`config.mk`:
```
export PLATFORM = sky130hd
export DESIGN_NAME = pipe_reg_array
export DESIGN_NICKNAME = d
export VERILOG_FILES = /design/src/rtl/pipe_reg_array.sv
export SDC_FILE = /design/constraint.sdc
export NUM_CORES = 1
export LEC_CHECK = 0
export BUFFER_PORTS_ARGS = -buffer_cell sky130_fd_sc_hd__clkbuf_2
export CORE_ASPECT_RATIO = 1.2
export CORE_MARGIN = 3
export CORE_UTILIZATION = 50
export DETAILED_ROUTE_END_ITERATION = 10
export GPL_ROUTABILITY_DRIVEN = 0
export GPL_TIMING_DRIVEN = 0
export PLACE_DENSITY_LB_ADDON = 0.08
export SLEW_MARGIN = 20
export SYNTH_ARGS = -nofsm -noshare
export SYNTH_HDL_FRONTEND = slang
export SYNTH_SLANG_ARGS = --single-unit
export TNS_END_PERCENT = 10
```
`constraint.sdc`:
```
create_clock -name clk -period 1.94 [get_ports clk]
set_clock_uncertainty 0.15 [all_clocks]
set_input_delay 0.291 -clock clk [delete_from_list [all_inputs] [get_ports clk]]
set_output_delay 0.291 -clock clk [all_outputs]
set_load 0.03 [all_outputs]
```
`src/rtl/pipe_reg_array.sv`:
```
// Elastic register pipeline: WIDTH-bit payload through DEPTH stages with
// valid/ready flow control, bubble collapsing, synchronous flush and a
// registered occupancy count. Stage 0 faces the input, DEPTH-1 the output.

// One pipeline stage: valid bit plus payload register.
module pipe_reg_stage #(
  parameter int WIDTH      = 36,
  parameter bit RESET_DATA = 1'b1
) (
  input  logic             clk,
  input  logic             rstN,
  input  logic             flush,
  input  logic             load,
  input  logic             adv,
  input  logic [WIDTH-1:0] din,
  output logic             vld,
  output logic [WIDTH-1:0] dat
);

  // Payload only moves when a load happens outside a flush; a flush keeps data.
  logic ld_dat;
  assign ld_dat = load & ~flush;

  // Valid: set on load, cleared when the word leaves without a replacement.
  always_ff @(posedge clk or negedge rstN) begin
    if (!rstN)      vld <= 1'b0;
    else if (flush) vld <= 1'b0;
    else if (load)  vld <= 1'b1;
    else if (adv)   vld <= 1'b0;
  end

  generate
    if (RESET_DATA) begin : g_rst
      // Payload register with asynchronous clear.
      always_ff @(posedge clk or negedge rstN) begin
        if (!rstN)       dat <= '0;
        else if (ld_dat) dat <= din;
      end
    end else begin : g_nrst
      // Payload register without reset.
      always_ff @(posedge clk) begin
        if (ld_dat) dat <= din;
      end
    end
  endgenerate

endmodule

module pipe_reg_array #(
  parameter int WIDTH      = 36,
  parameter int DEPTH      = 2,
  parameter bit RESET_DATA = 1'b1
) (
  input  logic                         clk,
  input  logic                         rstN,
  input  logic                         flush,
  input  logic                         in_valid,
  input  logic [WIDTH-1:0]             in_data,
  output logic                         in_ready,
  output logic                         out_valid,
  output logic [WIDTH-1:0]             out_data,
  input  logic                         out_ready,
  output logic [$clog2(DEPTH+1)-1:0]   occupancy
);

  localparam int OCC_W = $clog2(DEPTH+1);

  logic [DEPTH-1:0]            vld;
  logic [DEPTH-1:0]            adv;
  logic [DEPTH-1:0]            load;
  logic [DEPTH-1:0][WIDTH-1:0] dat;
  logic [DEPTH-1:0][WIDTH-1:0] din;
  logic                        full_above;
  logic                        acc;
  logic                        emit;

  // Advance terms. A stage advances when it holds a word and either some stage
  // downstream of it is empty or every downstream stage is full and the output
  // drains; this is the unrolled ready chain, so no combinational self-loop.
  always_comb begin
    full_above = 1'b1;
    adv        = '0;
    for (int k = DEPTH-1; k >= 0; k--) begin
      adv[k]     = vld[k] & (~full_above | out_ready);
      full_above = full_above & vld[k];
    end
  end

  // in_ready never looks at in_valid; it follows the ready chain from out_ready.
  assign in_ready  = ~flush & (~vld[0] | adv[0]);
  assign acc       = in_valid & in_ready;
  assign emit      = adv[DEPTH-1];
  assign out_valid = vld[DEPTH-1];
  assign out_data  = dat[DEPTH-1];

  generate
    for (genvar k = 0; k < DEPTH; k++) begin : g_stage
      if (k == 0) begin : g_head
        assign load[k] = acc;
        assign din[k]  = in_data;
      end else begin : g_body
        assign load[k] = adv[k-1];
        assign din[k]  = dat[k-1];
      end

      pipe_reg_stage #(
        .WIDTH      (WIDTH),
        .RESET_DATA (RESET_DATA)
      ) u_stage (
        .clk   (clk),
        .rstN  (rstN),
        .flush (flush),
        .load  (load[k]),
        .adv   (adv[k]),
        .din   (din[k]),
        .vld   (vld[k]),
        .dat   (dat[k])
      );
    end
  endgenerate

  // Occupancy tracks accepts minus output transfers; flush empties the pipe.
  always_ff @(posedge clk or negedge rstN) begin
    if (!rstN)              occupancy <= '0;
    else if (flush)         occupancy <= '0;
    else if (acc && !emit)  occupancy <= occupancy + OCC_W'(1);
    else if (!acc && emit)  occupancy <= occupancy - OCC_W'(1);
  end

endmodule

```
Word-level counts from Yosys, hierarchy flattened. Cells that the tools add are included.

Add/subtract/negate cells: 2. Mux-type cells: 9. Bitwise logic cells: 11. Reduce and logical (&&, ||, !) cells: 7.

Operator list (count): nonzero test 3 bit (3); bitwise AND 1 bit (6); 2-to-1 mux 1 bit (6); 2-to-1 mux 2 bit (3); NOT 1 bit (3); adder 2 x 1 -> 2 bit (second input constant) (1); logical AND 1 bit (2); logical NOT 1 bit (2); bitwise OR 1 bit (2); subtractor 2 x 1 -> 2 bit (second input constant) (1).

Flip-flop bits (word level): 76. Input bits: 41. Output and inout bits: 40. Word-level logic and storage cells: 34.

Logic depth before layout (Yosys ltp).
Depth after elaboration: 11. Depth in mapped cells: 5. Mapped depth without buffers: 3.

Hierarchy. From an unflattened synthesis, not the netlist that was laid out.

Cell total of the unflattened synthesis: 184. Area total of the unflattened synthesis: 3288.2 µm².

By module, submodules not included: pipe_reg_stage (instances 2, cells an instance 81, area each 1552.7 µm², sequential area each 925.9 µm²); pipe_reg_array (instances 1, cells an instance 22, area each 182.7 µm², sequential area each 50.0 µm²).

Least setup slack after synthesis. No wires, ideal clock.

Path type: reg-to-reg. Start point: reg g_stage[1].u_stage.vld. End point: reg g_stage[0].u_stage.dat[10]. Library setup time: 125 ps. Arrival time: 1671 ps. Required time: 1665 ps. Setup slack: -7 ps. Stages on the path, launching flop included: 6. Buffers on the path: 2. Period minus slack after synthesis: 1947 ps. Cells stage by stage: dfrtp_1 -> and3b_1 -> or3b_1 -> buf_6 -> buf_12 -> mux2_4.

Cells in the longest elaborated chain, start to end: 7.

Ends and longest elaborated chain: start: declaration (line 16) `output logic vld,`; start signal: assignment (line 26) `if (!rstN) vld <= 1'b0;`; start signal: assignment (line 27) `else if (flush) vld <= 1'b0;`; start signal: assignment (line 28) `else if (load) vld <= 1'b1;`; NOT 1 bit (line 84) `adv[k] = vld[k] & (~full_above | out_ready);`; bitwise OR 1 bit (line 84); bitwise AND 1 bit (line 84); bitwise OR 1 bit (line 90) `assign in_ready = ~flush & (~vld[0] | adv[0]);`; bitwise AND 1 bit (line 90); bitwise AND 1 bit (line 91) `assign acc = in_valid & in_ready;`; bitwise AND 1 bit (line 22) `assign ld_dat = load & ~flush;`; end signal: assignment (line 37) `else if (ld_dat) dat <= din;`; end: declaration (line 17) `output logic [WIDTH-1:0] dat`.

Every way passes these cells. A chain may end at the register's enable or synchronous reset.

Worst setup path in the final report.
Start point: reg g_stage[0].u_stage.vld. End point: reg g_stage[0].u_stage.dat[22].

Cells in the longest elaborated chain, start to end: 5. Elaborated cells on any way between the ends: 6. Those cells by class: 6 x bitwise.

Ends and longest elaborated chain (line): start: declaration (16); start signal: assignment (26); start signal: assignment (27); start signal: assignment (28); bitwise AND 1 bit or NOT 1 bit (tied branches) (84, 90); bitwise OR 1 bit (*) (90); bitwise AND 1 bit (*) (90); bitwise AND 1 bit (*) (91); bitwise AND 1 bit (*) (22).

Mark *: on every way between the ends. The rest lies on a longest branch, timed or not.

==> metrics <==
largest family of logic cells by synthesized area multiplexers; H-tree depth 3; Worst Path Max Fanout 10; max-slew violation total from the final report 0; cell accounting for the most synthesized area dfrtp_1; P_sw 1.51 mW; r2r worst-path depth 5; port buffer count 79; first-iteration detailed-routing DRC count 30; status finished, final reports clean; die area 7660 µm²; fraction of synthesized area in multiplexers 28.5%; post-route insts no fill 391; Critical Path, Cell by Cell and3b_1 > or3b_1 > buf_6 > buf_12 > mux2_4; Synth Register Bits 76; grt total ovfl 0; Worst-path clk slew 0.08 ns; pre-CTS WS 0.00685 ns; Hold Crit Depth 2; startpoint types flop; Core ar. 6240 µm²; io pins 81; sequential share of power 42.2%; Top FF cell, synth dfrtp_1; final setup vio count 0; clk root buf clkbuf_8; Synth Warn # 0; share of layout cells above drive strength 1 69.3%; most frequent cells after synthesis 76 x dfrtp_1, 44 x mux2_2, 36 x buf_4; n_diodes 0; FP Rows 31; asr flop ratio synth 100%; Max Freq 531 MHz; hold_ws 0.0309 ns; total CTS buffers 9; Worst EP arrival 1.95 ns; Post-Syn Area 3320 µm²; sw frac 30.2%; sequential share of the synthesized area 57.3%; worst min path class input pin to flop; pin count of the biggest net entering global routing 40; pwr dens 1230 nW/µm²; Clk Latency, worst-skew pair 0.33 ns; 1st-pass router iterations 3; adder-cell share of the synthesized area 0%; Final Hold Vio Count 0; vias in the first global route 1919; RSZ-0062 raised after global routing false; Synth top area share 57.3%; Final min period 1.88 ns; worst r2r src g_stage[0].u_stage.vld; Worst Path Required 2.01 ns; CP Class flop to flop; Tot Pwr 5.01 mW; wire per inst 13.5 µm; final period utilization 97.1%; Setup WS post-layout 0.0559 ns; Max-Cap Viols 0; drc violations 0; Crit path largest cell delay 0.41 ns; clock network fraction of total power 25.4%; Final #Nets 347; Max VDD drop 0.000656 V; most area-consuming cells after synthesis dfrtp_1 57%, mux2_2 15%, mux2_4 14%, buf_4 8.1%, buf_12 1.8%; Via density 4.74; R2R setup slack 0.06 ns; Syn Nets 254; Buf/Inv on CP 2; Final ANT Viol Nets 0; Synth Instances 213; Crit. End Element flop; CTS tree done; fin util 65.2%; count leader, synth dfrtp_1; P_leak 2.08 nW; relative slew slack 63.6%; DP Area 3840 µm²; DP Wirelength 3820 µm; Pint 3.49 mW; post-route setup TNS 0 ns; Via Count 1854; CP endpoint g_stage[0].u_stage.dat[22]; area grow syn2layout 22.7%; combinational share of power 32.5%; gr usage total 15.2%; Post-synth EDFFs 0; post-synth cell types 19; CP top delay family simple AND/OR/NAND/NOR gates; critical path's slowest cell dfrtp_1; Die Y 95.3 µm; total wire length 5290 µm; Mapped Avg Cell Area 15.6 µm²; Horiz. Die Dim 80.4 µm; critical path depth 5; post-synthesis compound-gate area fraction 0.641%; initial antenna violation count 0; global-route wire length before repair 8740 µm; Worst Max-Slew Pin Slew 0.545 ns; clk buf depth 2; placed cells 375; CTS Sinks 76; XOR/XNOR share of the synthesized area 0%; cell area after layout 4070 µm²; Critical Path Start g_stage[0].u_stage.vld; RR Endpoint g_stage[0].u_stage.dat[22]; Post-Synth Simple-Gate Area 2.45%; Initial Util 53.2%
layout make-up:
type                       count  area [µm²]
clock inverter                 4        75.1
timing repair buffer          82         435
inverter                       1        3.75
multi-input combinational     91        1050
clock buffer                  10         138
fill                         501        2170
tap                           82         103
sequential                    76        1900
buffer                        45         365
cell usage in the layout (no fill, tap or decap), drive strengths merged, types with 2 or more instances in the layout:
master and count:
nor2 5, clkbuf 90, bufinv 2, mux2 74, and3b 2, a21oi 2
nor2b 2, dfrtp 76, buf 46, clkinvlp 2
worst reg2reg max path: cells and delay by family, from the launching register on:
family	cells	cell delay, ns
flops	1	0.41
simple gates	2	0.58
mux	1	0.30
buf+inv	2	0.33
routing by layer:
metal  GRT usage [%]  wire [µm]  up-vias
met1            18.3       2240      910
met3            3.50        284       11
met4            8.03        114        0
li1                -          -      882
met2            25.1       2650       51
met5               0          0        -
kinds of logic (layout without fill, tap and decap cells):
logic type      Yosys count  in the layout
flops                    76             76
mux                      74             74
compound gates            4              4
simple gates             13             13
buf+inv                  46            142
worst min-delay path by stage:
stage                                 endpoint                       from
floorplan            g_stage[0].u_stage.dat[0]                       rstN
global placement     g_stage[1].u_stage.dat[2]  g_stage[0].u_stage.dat[2]
detailed placement  g_stage[0].u_stage.dat[30]                       rstN
CTS                  g_stage[0].u_stage.dat[6]                 in_data[6]
global route         g_stage[0].u_stage.dat[6]                 in_data[6]
finish               g_stage[0].u_stage.dat[3]                 in_data[3]
flip-flops by register name (all words and copies together), names as in the netlist:
signal               cells
occupancy                2
g_stage.u_stage.dat     72
g_stage.u_stage.vld      2
power by group through the flow:
stage	sequential, mW	combinational [mW]	clock [mW]
finish	2.11	1.62	1.27
global route	2.16	1.73	1.38
CTS	2.12	1.65	1.31
detailed placement	2.15	1.64	0
global placement	2.13	1.62	0
floorplan	2.10	1.28	0
repair_timing:
action / 4_1_cts / 5_1_grt
endpoints found under the setup margin: 0 / 1
setup buffers: 0 / 1
endpoints found under the hold margin: 38 / 0
resized for setup: 0 / 0
hold buffers: 1 / 0
Power figures use the tool's default switching activity.
